[config.mk]
export PLATFORM = sky130hd
export DESIGN_NAME = reconf_sequencer_flat
export DESIGN_NICKNAME = d
export VERILOG_FILES = /design/src/rtl/reconf_sequencer_if.sv /design/src/rtl/reconf_sequencer.sv /design/src/flat_wrapper.sv
export SDC_FILE = /design/constraint.sdc
export NUM_CORES = 1
export LEC_CHECK = 0
export ABC_AREA = 1
export BUFFER_PORTS_ARGS = -buffer_cell sky130_fd_sc_hd__buf_2
export CORE_ASPECT_RATIO = 1.4
export CORE_MARGIN = 8
export CORE_UTILIZATION = 40
export CTS_CLUSTER_SIZE = 28
export DETAILED_ROUTE_END_ITERATION = 6
export GPL_TIMING_DRIVEN = 0
export PLACE_DENSITY = 0.67
export SLEW_MARGIN = 30
export SYNTH_ARGS = -nofsm -noshare
export SYNTH_HDL_FRONTEND = slang
export SYNTH_SLANG_ARGS = --single-unit
[constraint.sdc]
create_clock -name clk -period 2.53 [get_ports clk]
set_clock_uncertainty 0.2 [all_clocks]
set_input_delay 0.253 -clock clk [delete_from_list [all_inputs] [get_ports clk]]
set_output_delay 0.253 -clock clk [all_outputs]
set_load 0.01 [all_outputs]
[src/rtl/reconf_sequencer_if.sv]
// Request/launch bundle between the reconfiguration requester, the sequencer
// and the flash-to-ICAP streamer.
interface reconf_sequencer_if;
  logic        req;
  logic [2:0]  slot;
  logic        running;
  logic        trigger;
  logic [23:0] addr;
  logic [23:0] len;
  logic        busy;
  logic        done;
  logic        err;
  logic [1:0]  err_code;

  modport slave (
    input  req, slot, running,
    output trigger, addr, len, busy, done, err, err_code
  );

  modport master (
    output req, slot, running,
    input  trigger, addr, len, busy, done, err, err_code
  );
endinterface

[src/rtl/reconf_sequencer.sv]
// Turns a slot request into one streamer launch (address/length/trigger) and
// supervises the streamer's running flag with start and run timeouts.
module reconf_sequencer #(
  parameter int unsigned NUM_SLOTS   = 4,
  parameter logic [23:0] SLOT_BASE   = 24'h100000,
  parameter logic [23:0] SLOT_STRIDE = 24'h080000,
  parameter logic [23:0] SLOT_LEN    = 24'h054000,
  parameter int unsigned START_TO    = 16,
  parameter logic [31:0] RUN_TO      = 32'd50_000_000
) (
  input  logic               clk,
  input  logic               rst_b,
  reconf_sequencer_if.slave  bus
);

  localparam int unsigned ADDR_W = 24;
  localparam int unsigned CNT_W  = 32;
  localparam int unsigned SLOT_W = 4;

  localparam logic [CNT_W-1:0] START_LAST = CNT_W'(START_TO - 1);
  localparam logic [CNT_W-1:0] RUN_LAST   = CNT_W'(RUN_TO - 32'd1);

  localparam logic [1:0] ERR_NONE  = 2'b00;
  localparam logic [1:0] ERR_SLOT  = 2'b01;
  localparam logic [1:0] ERR_START = 2'b10;
  localparam logic [1:0] ERR_RUN   = 2'b11;

  typedef enum logic [1:0] {
    IDLE       = 2'd0,
    LAUNCH     = 2'd1,
    WAIT_START = 2'd2,
    STREAM     = 2'd3
  } state_e;

  state_e            state_q, state_d;
  logic [CNT_W-1:0]  cnt_q, cnt_d;
  logic [ADDR_W-1:0] addr_q, addr_d;
  logic [ADDR_W-1:0] len_q, len_d;
  logic              trigger_q, trigger_d;
  logic              busy_q, busy_d;
  logic              done_q, done_d;
  logic              err_q, err_d;
  logic [1:0]        err_code_q, err_code_d;

  logic              slot_ok;
  logic [CNT_W-1:0]  cnt_inc;

  assign slot_ok = {1'b0, bus.slot} < SLOT_W'(NUM_SLOTS);
  // Saturating increment so a pathological timeout never wraps back to zero
  assign cnt_inc = (cnt_q == '1) ? cnt_q : cnt_q + CNT_W'(1);

  // Next-state and registered-output decode; counter clears on every transition
  always_comb begin
    state_d    = state_q;
    cnt_d      = '0;
    addr_d     = addr_q;
    len_d      = len_q;
    trigger_d  = 1'b0;
    done_d     = 1'b0;
    err_d      = 1'b0;
    err_code_d = err_code_q;

    unique case (state_q)
      IDLE: begin
        if (bus.req && !bus.running) begin
          if (slot_ok) begin
            addr_d    = SLOT_BASE + SLOT_STRIDE * ADDR_W'(bus.slot);
            len_d     = SLOT_LEN;
            trigger_d = 1'b1;
            state_d   = LAUNCH;
          end else begin
            err_d      = 1'b1;
            err_code_d = ERR_SLOT;
          end
        end
      end
      LAUNCH: begin
        state_d = WAIT_START;
      end
      WAIT_START: begin
        if (bus.running) begin
          state_d = STREAM;
        end else if (cnt_q == START_LAST) begin
          err_d      = 1'b1;
          err_code_d = ERR_START;
          state_d    = IDLE;
        end else begin
          cnt_d = cnt_inc;
        end
      end
      STREAM: begin
        if (!bus.running) begin
          done_d  = 1'b1;
          state_d = IDLE;
        end else if (cnt_q == RUN_LAST) begin
          err_d      = 1'b1;
          err_code_d = ERR_RUN;
          state_d    = IDLE;
        end else begin
          cnt_d = cnt_inc;
        end
      end
      default: begin
        state_d = IDLE;
      end
    endcase

    busy_d = (state_d != IDLE);
  end

  always_ff @(posedge clk or negedge rst_b) begin
    if (!rst_b) begin
      state_q    <= IDLE;
      cnt_q      <= '0;
      addr_q     <= '0;
      len_q      <= '0;
      trigger_q  <= 1'b0;
      busy_q     <= 1'b0;
      done_q     <= 1'b0;
      err_q      <= 1'b0;
      err_code_q <= ERR_NONE;
    end else begin
      state_q    <= state_d;
      cnt_q      <= cnt_d;
      addr_q     <= addr_d;
      len_q      <= len_d;
      trigger_q  <= trigger_d;
      busy_q     <= busy_d;
      done_q     <= done_d;
      err_q      <= err_d;
      err_code_q <= err_code_d;
    end
  end

  assign bus.trigger  = trigger_q;
  assign bus.addr     = addr_q;
  assign bus.len      = len_q;
  assign bus.busy     = busy_q;
  assign bus.done     = done_q;
  assign bus.err      = err_q;
  assign bus.err_code = err_code_q;

endmodule
[src/flat_wrapper.sv]
// flat-port wrapper written by rule: the top's interface ports become plain ports
module reconf_sequencer_flat 
#(
  parameter int unsigned NUM_SLOTS   = 4,
  parameter logic [23:0] SLOT_BASE   = 24'h100000,
  parameter logic [23:0] SLOT_STRIDE = 24'h080000,
  parameter logic [23:0] SLOT_LEN    = 24'h054000,
  parameter int unsigned START_TO    = 16,
  parameter logic [31:0] RUN_TO      = 32'd50_000_000
)
  (clk, rst_b, bus_req, bus_slot, bus_running, bus_trigger, bus_addr, bus_len, bus_busy, bus_done, bus_err, bus_err_code);
  reconf_sequencer_if bus_i ();
  input  logic clk;
  input  logic rst_b;
  input wire logic [$bits(bus_i.req)-1:0] bus_req;
  input wire logic [$bits(bus_i.slot)-1:0] bus_slot;
  input wire logic [$bits(bus_i.running)-1:0] bus_running;
  output wire logic [$bits(bus_i.trigger)-1:0] bus_trigger;
  output wire logic [$bits(bus_i.addr)-1:0] bus_addr;
  output wire logic [$bits(bus_i.len)-1:0] bus_len;
  output wire logic [$bits(bus_i.busy)-1:0] bus_busy;
  output wire logic [$bits(bus_i.done)-1:0] bus_done;
  output wire logic [$bits(bus_i.err)-1:0] bus_err;
  output wire logic [$bits(bus_i.err_code)-1:0] bus_err_code;
  assign bus_i.req = bus_req;
  assign bus_i.slot = bus_slot;
  assign bus_i.running = bus_running;
  assign bus_trigger = bus_i.trigger;
  assign bus_addr = bus_i.addr;
  assign bus_len = bus_i.len;
  assign bus_busy = bus_i.busy;
  assign bus_done = bus_i.done;
  assign bus_err = bus_i.err;
  assign bus_err_code = bus_i.err_code;
  reconf_sequencer #(.NUM_SLOTS(NUM_SLOTS), .SLOT_BASE(SLOT_BASE), .SLOT_STRIDE(SLOT_STRIDE), .SLOT_LEN(SLOT_LEN), .START_TO(START_TO), .RUN_TO(RUN_TO)) u_core (.clk(clk), .rst_b(rst_b), .bus(bus_i));
endmodule
== Word level (Yosys, flattened, before mapping) ==
Index checks and enable logic that the tools add are counted.
Operators by class
  $add $sub $neg: 2
  magnitude comparators: 1
  equality and inequality tests: 12
  mux-type cells: 32
  reduce and logical (&&, ||, !) cells: 7
Operator list (number)
  32-bit two-way mux: 5
  32-bit one-hot mux with 2 select lines: 1
  32-bit by 1-bit adder with 32-bit output, second input constant: 1
  32-bit by 26-bit equality test with 1-bit output, second input constant: 1
  32-bit equality test, second input constant: 1
  32-bit by 4-bit equality test with 1-bit output, second input constant: 1
  2-bit two-way mux: 12
  21-bit by 22-bit adder with 23-bit output, first input constant: 1
  1-bit two-way mux: 11
  2-bit one-hot mux with 4 select lines: 1
  7-bit AND reduction: 1
  2-bit by 1-bit inequality test with 1-bit output, second input constant: 3
  2-bit inequality test, second input constant: 3
  2-bit one-hot mux with 3 select lines: 1
  2-bit equality test, second input constant: 2
  3-bit less-than comparator, second input constant: 1
  1-bit one-hot mux with 3 select lines: 1
  3-bit AND reduction: 1
  3-bit nonzero test: 1
  2-bit by 1-bit equality test with 1-bit output, second input constant: 1
  2-bit zero test: 1
  2-bit nonzero test: 1
  1-bit logical AND: 1
  1-bit zero test: 1
Storage, ports and cells
  flip-flop bits (word level): 65
  input bits: 7
  output and inout bits: 54
  logic and storage cells: 63

== Depth between registers and ports, before layout ==
Gate-level depths: netlist of the first run.
  depth in word-level cells: 5
  gate-level depth with buffers: 11
  mapped depth without buffers: 10

== Worst setup path after synthesis of the first run ==
No wires, ideal clock.
  path kind: register to register
  start: register u_core.cnt_q[1]
  end: register u_core.cnt_q[22]
  arrival: 1514 ps
  required time: 2216 ps
  slack: 702 ps
  stages on the path, launching flop included: 12
  path buffers: 1
  path through: dfrtp_1 -> ha_1 -> inv_1 -> nor2_4 -> nand2_1 -> nor2_1 -> nand2_1 -> nand3_4 -> nand2_4 -> buf_6 -> nand3_1 -> inv_1
On the way
  word-level cells in the longest chain between the ends: 5
  elaborated cells on any way between the ends: 10
  those cells by class: 1 x add/sub; 3 x eq/ne; 6 x mux
RTL lines
  from (decl): RTL line reconf_sequencer.sv:36  | logic [CNT_W-1:0] cnt_q, cnt_d;
  from (signal assigned): RTL line reconf_sequencer.sv:124  | cnt_q <= cnt_d;
  32-bit by 1-bit adder with 32-bit output / 32-bit equality test (equally long branches): RTL line reconf_sequencer.sv:50  | assign cnt_inc = (cnt_q == '1) ? cnt_q : cnt_q + CNT_W'(1);
  32-bit two-way mux: RTL line reconf_sequencer.sv:50
  32-bit two-way mux, on equally long branches: RTL line reconf_sequencer.sv:95, reconf_sequencer.sv:83
  32-bit two-way mux, on equally long branches: RTL line reconf_sequencer.sv:92, reconf_sequencer.sv:81
  32-bit one-hot mux with 2 select lines *: RTL line reconf_sequencer.sv:63  | unique case (state_q)
  via u_core.cnt_d[22]: RTL line reconf_sequencer.sv:36
The timed path passes the listed nets; every way through them passes the cells marked *.
A chain may end at the register's enable or synchronous reset.

== Worst setup path in the final report of the first run ==
  start: register u_core.cnt_q[1]
  end: register u_core.cnt_q[2]
Same word-level chain as after synthesis.

==> flow_summary_export.csv, run 1 <==
group,metric,value,unit
die,coreArea,8000,µm²
finish,finalNetCount,550,
timing,finalHoldViolations,0,
logic_synthesis,synth_top_area_share,34.7,%
critical_path,cp-end-kind,"flip-flop",
run,maxCapViolCount,0,
detailed_routing,drt-total-wl,8560,µm
clock_tree,cts_max_path_buffers,2,
finish,layoutNonFillerInstCount,644,
logic_synthesis,yosys.cell_types.count,37,
power_and_ir_drop,p_leak,1.99,nW
critical_path,start_kind,"flip-flop",
detailed_routing,drt-initial-drc-count,208,
logic_synthesis,synth_area_leaders,"dfrtp_1 (35%), nand2_1 (15%), nor2_1 (10%)",
power_and_ir_drop,p_clk_share,35.0,%
place,dp_cells,633,
timing,fmax,0.441,GHz
finish,layout-drive-gt1-share,16.6,%
status,outcome,"complete, no violations",
place,placed_area,3620,µm²
clock_tree,clk_latency,0.29,ns
place,port_buffers,19,
clock_tree,cts_root_buf,"clkbuf_16",
detailed_routing,routed_via_density,4.68,
critical_path,cp.required,2.49,ns
logic_synthesis,yosysTopAreaCell,"dfrtp_1",
place,globalplace.congestion,0.973,
timing,holdWs,0.00442,ns
finish,area_growth,17.8,%
grt,grt_pass1_wl,14400,µm
finish,diodes,0,
worst_hold_path,hp-class,"input pin to flip-flop",
detailed_routing,ant_nets,0,
die,ios,61,
detailed_routing,first_pass_iters,4,
grt,grt_max_degree,46,
timing,finalCritPeriodShare,89.6,%
place,dp_hpwl,6840,µm
power_and_ir_drop,power_switching,0.000682,W
detailed_routing,route.vias.total,3016,
logic_synthesis,synthesis.area,3250,µm²
power_and_ir_drop,swShare,31.0,%
clock_tree,clk_pin_slew,0.06,ns
logic_synthesis,ys_warn_count,0,
clock_tree,cts.sinks,45,
die,die-area,11300,µm²
critical_path,worst-path-max-fanout,10,
clock_tree,cts_buffers,5,
timing,rsz0062_at_grt,"no",
timing,setup_viol,0,
clock_tree,cts_tree,"done",
clock_tree,htreeDepth,2,
power_and_ir_drop,total_power,0.00220,W
timing,setup_tns,0,ns
critical_path,crit_type,"flip-flop to flip-flop",
grt,grt_pass1_vias,3002,
logic_synthesis,syn_inst,472,
power_and_ir_drop,seqPwrFrac,39.3,%
finish,finalInstanceArea,3820,µm²
power_and_ir_drop,p_comb_share,25.6,%
power_and_ir_drop,ir_drop,0.570,mV
grt,grt_overflow_total,0,
detailed_routing,drc,0,
timing,tightest_slew,0.574,ns
die,row_count,39,
logic_synthesis,seq_area_frac_synth,34.7,%
clock_tree,cts_resized,0,
critical_path,arrival,2.23,ns
timing,relSlewSlack,61.7,%
power_and_ir_drop,p_int,0.00152,W
logic_synthesis,ys_ff_latch,45,
timing,fin_crit,2.27,ns
grt,antenna_found_initial,0,
critical_path,ff2ff_path_depth,10,
logic_synthesis,avgSynthCellArea,6.88,µm²
worst_hold_path,holdPathStages,2,
die,die_w,92.1,µm
detailed_routing,routedWlPerCell,13.3,µm
power_and_ir_drop,powerDensity,576,nW/µm²
timing,slew_violations,0,
die,die_height,123,µm
die,start_util,40.6,%
grt,grt_usage,15.9,%
[cell type report]
| type | count | area (µm²) |
|---|---|---|
| Inverter | 61 | 229 |
| Fill cell | 824 | 4180 |
| Timing Repair Buffer | 22 | 128 |
| Tap cell | 102 | 128 |
| Clock buffer | 7 | 143 |
| Sequential cell | 45 | 1130 |
| Clock inverter | 1 | 30.0 |
| Buffer | 46 | 357 |
| Multi-Input combinational cell | 360 | 1690 |
[worst paths after layout]
check | from | endpoint | slack, ns
max | u_core.cnt_q[1] | u_core.cnt_q[2] | 0.26
min | bus_slot[2] | u_core.bus.trigger | 0.004
max reg2reg | u_core.cnt_q[1] | u_core.cnt_q[2] | 0.26
min reg2reg | u_core.bus.addr[19] | u_core.bus.addr[19] | 0.27
max in group asynchronous | rst_b | u_core.bus.err | 1.43
min in group asynchronous | rst_b | u_core.cnt_q[14] | 0.31
[registers in the layout (all words and copies together) (netlist names), 2 cells and up]
| name | cells |
|---|---|
| u_core.bus.addr | 4 |
| u_core.bus.err_code | 2 |
| u_core.cnt_q | 32 |
| u_core.state_q | 2 |
[synth_stat cells]
library cell    n
buf_6           3
buf_4          43
nand3b_1        2
nand3_1        27
a31oi_1         1
nand2_1       130
nand2_4         2
a21boi_0        1
xor2_1         12
dfrtp_1        45
or2_2           2
inv_2           1
nor2_2          1
nor3b_1         2
o21ai_0         5
o31ai_1         2
conb_1          1
and2_2          2
and3_1          1
nor2_8          1
nand4_1         7
xnor2_1         1
o211ai_1        1
and3_2          1
nand3_2         1
ha_1            2
nor2_1         89
nand3_4         3
nor3_1          4
a21oi_1         3
nor2_4          1
nor3_2          1
and2_1          1
nand2_2         2
o21ai_1         4
inv_1          60
a22oi_1         7
[placed cells by master, fill, tap and decap left out, drive strengths merged]
cell         netlist  final
a21oi              3      3
o21ai              9      9
or2                2      2
a31oi              1      1
ha                 2      2
nor3b              2      2
xor2              12     12
and3               2      2
conb               1     41
xnor2              1      1
a21boi             1      1
nand3             31     31
bufinv             0      1
clkbuf             0      7
dfrtp             45     45
nor3               5      5
and2               3      3
o211ai             1      1
inv               61     61
buf               46     65
nor2              92     92
nand3b             2      2
a22oi              7      7
o31ai              2      2
nand4              7      7
dlygate4sd3        0      3
nand2            134    134
[critical path, stage by stage (launching register included)]
cell	delay, ns
dfrtp_1	0.39
ha_1	0.24
inv_1	0.11
nor2_4	0.20
nand3_1	0.10
nor2_1	0.11
nand2_1	0.10
nand3_2	0.20
nand2_4	0.16
inv_1	0.26
nor2_1	0.09
[layer usage]
layer / wire length [µm] / part of all wire [%] / global-route usage (%)
met5: 0 / 0 / 0
met2: 4300 / 50 / 28.3
met1: 3250 / 38 / 16.4
met3: 555 / 6.5 / 3.92
met4: 459 / 5.4 / 10.3
[what timing repair did]
| item | in CTS | in global routing |
|---|---|---|
| endpoints found under the hold margin | 47 | 0 |
| buffers inserted | 0 | 0 |
| hold buffers | 3 | 0 |
[cells by family after synthesis]
family / share of synthesized area [%]
buf+inv: 18.0
other cells: 0.115
xor+xnor: 3.51
simple gates: 38.3
fa+ha+maj: 0.771
flops: 34.7
compound gates: 4.59
[power groups by stage]
stage	Combinational [W]	Clock, W	Sequential, W
final	0.000565	0.000771	0.000866
after global routing	0.000632	0.000803	0.000875
after CTS	0.000568	0.000781	0.000866
after detailed placement	0.000564	0	0.000877
after global placement	0.000550	0	0.000869
after floorplan	0.000353	0	0.000898
[stage by stage]
| step | util (%) | setup WS (ns) |
|---|---|---|
| after global routing | 47.8 | 0.0835 |
| after detailed placement | 45.3 | 0.277 |
| after CTS | 47.8 | 0.262 |
| after global placement | 45.2 | 0.315 |
| after floorplan | - | 0.702 |
| final | 47.8 | 0.264 |
Power figures use the tool's default switching activity.
==> inputs of run 2 (changes only) <==
clock period = 2.1 ns   (was 2.53 ns; I/O delays follow)
==> run 2 against run 1 <==
Net effect: sequential cell count unchanged; largest cell class unchanged; power increased by 23%; maximum frequency increased by 14%; largest power group unchanged.
==> flow_summary_export.csv, run 2 (synthesis gave the netlist of run 1 again) <==
group,metric,value,unit
status,outcome,"complete, no violations",
critical_path,cp-end-kind,"flip-flop",
timing,relSlewSlack,61.2,%
timing,fin_crit,1.98,ns
clock_tree,htreeDepth,2,
power_and_ir_drop,p_leak,2.03,nW
finish,regMostFlops,"u_core.cnt_q",
die,die_height,123,µm
finish,fillerInstances,813,
finish,diodes,0,
finish,ff_latch_area,1130,µm²
critical_path,max_stage_delay,0.42,ns
clock_tree,cts_root_buf,"clkbuf_16",
clock_tree,cts_max_path_buffers,2,
place,port_buffers,19,
finish,largest_reg_flops,32,
die,die-area,11300,µm²
timing,finalHoldViolations,0,
die,coreArea,8000,µm²
place,dp_hpwl,6840,µm
critical_path,slowest_stage,"dfrtp_1",
finish,multi_input_area,1740,µm²
critical_path,critPathTopFamily,"simple AND/OR/NAND/NOR gates",
detailed_routing,ant_nets,0,
detailed_routing,route.vias.total,3081,
grt,grt_max_degree,46,
place,globalplace.congestion,0.973,
clock_tree,cts_buffers,5,
place,placed_area,3620,µm²
critical_path,worst-path-max-fanout,10,
clock_tree,cts_tree,"done",
timing,slew_violations,0,
detailed_routing,drt-initial-drc-count,213,
power_and_ir_drop,total_power,0.00272,W
critical_path,start_kind,"flip-flop",
grt,grt_pass1_wl,14400,µm
worst_hold_path,hp-class,"input pin to flip-flop",
detailed_routing,routedWlPerCell,13.4,µm
timing,tightest_slew,0.583,ns
power_and_ir_drop,ir_drop,0.795,mV
critical_path,crit_type,"flip-flop to flip-flop",
critical_path,critPathBufInv,3,
detailed_routing,first_pass_iters,4,
finish,finalNetCount,559,
clock_tree,cts.sinks,45,
finish,mostFrequentLayoutCells,"nand2_1 (129), nor2_1 (82), inv_1 (59), buf_4 (51), dfrtp_1 (45)",
clock_tree,clk_pin_slew,0.07,ns
detailed_routing,routed_via_density,4.72,
finish,area_growth,21.8,%
grt,grt_pass1_vias,3027,
detailed_routing,drt-total-wl,8780,µm
timing,setup_tns,0,ns
detailed_routing,drc,0,
timing,setup_viol,0,
finish,finalInstanceArea,3960,µm²
place,dp_cells,633,
critical_path,arrival,1.97,ns
timing,finalCritPeriodShare,94.4,%
clock_tree,clk_latency,0.29,ns
die,row_count,39,
grt,grt_usage,16.0,%
grt,grt_overflow_total,0,
power_and_ir_drop,powerDensity,687,nW/µm²
timing,holdWs,0.0253,ns
finish,layoutNonFillerInstCount,653,
critical_path,path_cells,"ha_4 -> inv_1 -> nor2_4 -> nand3_1 -> nor2_1 -> nand2_2 -> nand3_4 -> nand2_8 -> buf_6 -> nand3_1 -> inv_1",
timing,fmax,0.504,GHz
grt,antenna_found_initial,0,
finish,final_common_cell,"nand2_1",
die,ios,61,
critical_path,cp.required,2.09,ns
die,start_util,40.6,%
finish,layout-drive-gt1-share,19.4,%
run,maxCapViolCount,0,
die,die_w,92.1,µm
## run 2: metal layers
metal	share of wire [%]	vias up	track usage, %
li1	-	1535	-
met1	38	1404	16.2
met2	50	114	28.9
met3	6.0	28	3.92
met4	5.4	0	9.71
met5	0	-	0
## run 2: worst paths after layout
kind	from	endpoint	slack, ns	depth (start not counted)
setup reg to reg	u_core.cnt_q[0]	u_core.cnt_q[22]	0.12	11
min in group asynchronous	rst_b	u_core.cnt_q[14]	0.27	2
hold / removal	bus_req	u_core.bus.trigger	0.03	3
setup / recovery	u_core.cnt_q[0]	u_core.cnt_q[22]	0.12	11
hold reg to reg	u_core.bus.addr[19]	u_core.bus.addr[19]	0.27	2
max in group asynchronous	rst_b	u_core.bus.err	1.03	2
## run 2: worst register-to-register path, delay by kind of cell (launching register included)
family,cells,cell delay (ns)
DFF,1,0.42
adders and majority gates,1,0.18
buffers and inverters,3,0.28
and+or+nand+nor,7,0.81
## run 2: repair_timing
action                                  in CTS  in global routing
pin swaps                                    1                  4
setup buffers                                2                  5
endpoints found under the setup margin      17                 27
hold buffers                                 5                  0
endpoints found under the hold margin       49                  0
resized for setup                            4                 10
## run 2: final cells by class
type / count / share of cell area [%]
Buffer: 46 / 9.02
Timing Repair Buffer: 31 / 5.06
Clock buffer: 7 / 3.61
Sequential cell: 45 / 28.5
Inverter: 61 / 5.88
Tap cell: 102 / 3.23
Clock inverter: 1 / 0.759
Multi-Input combinational cell: 360 / 44.0
## run 2: where the power goes
part / total [W] / switching [W] / internal, W
clock: 0.000932 / 0.000337 / 0.000595
sequential: 0.00105 / 0.0000773 / 0.000972
combinational: 0.000737 / 0.000436 / 0.000301
## run 2: through the flow
stage               util (%)  setup slack (ns)
finish                  49.4             0.117
detailed placement      45.3            -0.153
CTS                     48.4           0.00501
floorplan                  -             0.272
global placement        45.2            -0.115
global route            49.4           -0.0485
==> inputs of run 3 (changes only) <==
clock period = 1.99 ns   (was 2.1 ns; I/O delays follow)
==> run 3 against run 2 <==
Net effect: die area unchanged; power grew 8.6%; worst hold slack better by 0.018 ns; register-to-register slack lost 0.05 ns; critical path depth decreased by 1; routed wire length up 1.7%; final cell count is 1.8% higher; via count is 0.52% higher; utilization is 2.4 points higher.
==> flow_summary_export.csv, run 3 (synthesis gave the netlist of run 1 again) <==
group,metric,value,unit
status,outcome,"complete, no violations",
clock_tree,cts_root_buf,"clkbuf_16",
place,placed_area,3620,µm²
timing,finalHoldViolations,0,
timing,setup_viol,0,
power_and_ir_drop,powerDensity,711,nW/µm²
critical_path,crit_type,"flip-flop to flip-flop",
place,dp_hpwl,6840,µm
run,maxCapViolCount,0,
die,row_count,39,
finish,largest_reg_flops,32,
detailed_routing,routed_via_density,4.66,
detailed_routing,drc,0,
grt,grt_overflow_total,0,
finish,ff_latch_area,1130,µm²
timing,fin_crit,1.92,ns
timing,relSlewSlack,61.6,%
place,dp_cells,633,
finish,multi_input_area,1820,µm²
finish,layout-drive-gt1-share,24.3,%
die,die-area,11300,µm²
grt,grt_max_degree,46,
power_and_ir_drop,ir_drop,0.805,mV
detailed_routing,first_pass_iters,4,
clock_tree,cts.sinks,45,
finish,mostFrequentLayoutCells,"nand2_1 (126), nor2_1 (76), buf_4 (62), inv_1 (58), dfrtp_1 (44)",
finish,layoutNonFillerInstCount,665,
finish,fillerInstances,787,
detailed_routing,drt-initial-drc-count,254,
finish,utilization,51.9,%
detailed_routing,drt-total-wl,8920,µm
critical_path,worst-path-max-fanout,10,
critical_path,path_cells,"ha_4 -> inv_2 -> nor2_4 -> nand2_4 -> nor2_8 -> nand3_4 -> buf_6 -> nand3_1 -> o21ai_1 -> nor2_1",
grt,antenna_found_initial,0,
critical_path,start_kind,"flip-flop",
detailed_routing,route.vias.total,3097,
critical_path,ff2ff_path_depth,10,
timing,holdWs,0.0432,ns
finish,finalNetCount,571,
die,die_height,123,µm
worst_hold_path,hp-class,"input pin to flip-flop",
timing,slew_violations,0,
place,port_buffers,19,
critical_path,slowest_stage,"dfrtp_1",
critical_path,cp-end-kind,"flip-flop",
clock_tree,clk_latency,0.28,ns
timing,tightest_slew,0.576,ns
critical_path,arrival,1.93,ns
worst_hold_path,holdPathStages,3,
critical_path,max_stage_delay,0.41,ns
finish,finalInstanceArea,4150,µm²
critical_path,cp.required,2.00,ns
timing,fmax,0.520,GHz
place,globalplace.congestion,0.973,
finish,final_common_cell,"nand2_1",
finish,diodes,0,
timing,finalCritPeriodShare,96.6,%
clock_tree,htreeDepth,2,
timing,rsz0062_at_grt,"yes",
clock_tree,cts_max_path_buffers,2,
grt,grt_pass1_vias,3090,
clock_tree,clk_pin_slew,0.06,ns
die,die_w,92.1,µm
power_and_ir_drop,p_leak,2.11,nW
die,start_util,40.6,%
grt,grt_pass1_wl,14600,µm
grt,grt_usage,16.2,%
detailed_routing,ant_nets,0,
finish,area_growth,27.8,%
clock_tree,cts_buffers,5,
die,ios,61,
detailed_routing,routedWlPerCell,13.4,µm
finish,regMostFlops,"u_core.cnt_q",
clock_tree,cts_tree,"done",
die,coreArea,8000,µm²
==> run 3: cell types whose count changed in the layout (fill, tap and decap cells not counted), moves of 2 or more <==
| cell | change |
|---|---|
| a22oi_1 | -6 |
| a22oi_2 | +6 |
| buf_4 | +11 |
| buf_6 | -2 |
| buf_8 | +2 |
| nand2_1 | -3 |
| nand2_2 | +3 |
| nor2_1 | -6 |
| nor2_2 | +3 |
| nor2_4 | +3 |
==> run 3: path summary, 6_finish.rpt <==
check,start,slack (ns),to
max in group asynchronous,rst_b,0.93,u_core.cnt_q[25]
min,bus_req,0.04,u_core.bus.trigger
max reg2reg,u_core.cnt_q[0],0.07,u_core.cnt_q[2]
min in group asynchronous,rst_b,0.25,u_core.cnt_q[14]
min reg2reg,u_core.bus.addr[19],0.27,u_core.bus.addr[19]
max,u_core.cnt_q[0],0.07,u_core.cnt_q[2]
==> run 3: metal layers <==
metal / GRT usage [%] / up-vias / wire length (µm)
li1: - / 1556 / -
met1: 16.1 / 1401 / 3330
met2: 29.2 / 115 / 4590
met3: 4.35 / 25 / 555
met4: 10.4 / 0 / 451
met5: 0 / - / 0
==> run 3: critical path: cells and delay by family, from the launching register on <==
| family | cells | cell delay [ns] |
|---|---|---|
| and+or+nand+nor | 6 | 0.77 |
| DFF | 1 | 0.41 |
| buffers and inverters | 2 | 0.23 |
| adders and majority gates | 1 | 0.17 |
| AOI/OAI and AO/OA | 1 | 0.06 |
==> run 3: through the flow <==
| step | total power, W | setup WS [ns] | setup TNS (ns) |
|---|---|---|---|
| floorplan | 0.00159 | 0.162 | 0 |
| global placement | 0.00181 | -0.225 | -3.98 |
| detailed placement | 0.00183 | -0.263 | -4.29 |
| CTS | 0.00288 | 0.00281 | 0 |
| global route | 0.00310 | -0.0460 | -0.157 |
| finish | 0.00295 | 0.0672 | 0 |
==> run 3: power by group <==
part | switching, W | internal [W]
Combinational | 0.000496 | 0.000375
Sequential | 0.0000782 | 0.00103
Clock | 0.000348 | 0.000628
==> run 3: area by class of cell <==
class | instances | area share, %
Multi-Input combinational cell | 360 | 43.8
Sequential cell | 45 | 27.2
Buffer | 46 | 8.77
Timing Repair Buffer | 43 | 7.42
Inverter | 61 | 5.61
Clock buffer | 7 | 3.44
Tap cell | 102 | 3.08
Clock inverter | 1 | 0.724
==> run 3: timing repair <==
action,4_1_cts,5_1_grt
hold endpoints to repair,49,0
pin swaps,4,9
cloned,0,1
setup endpoints to repair,35,33
setup buffers,7,11
gates resized for setup,7,31
hold buffers,5,0
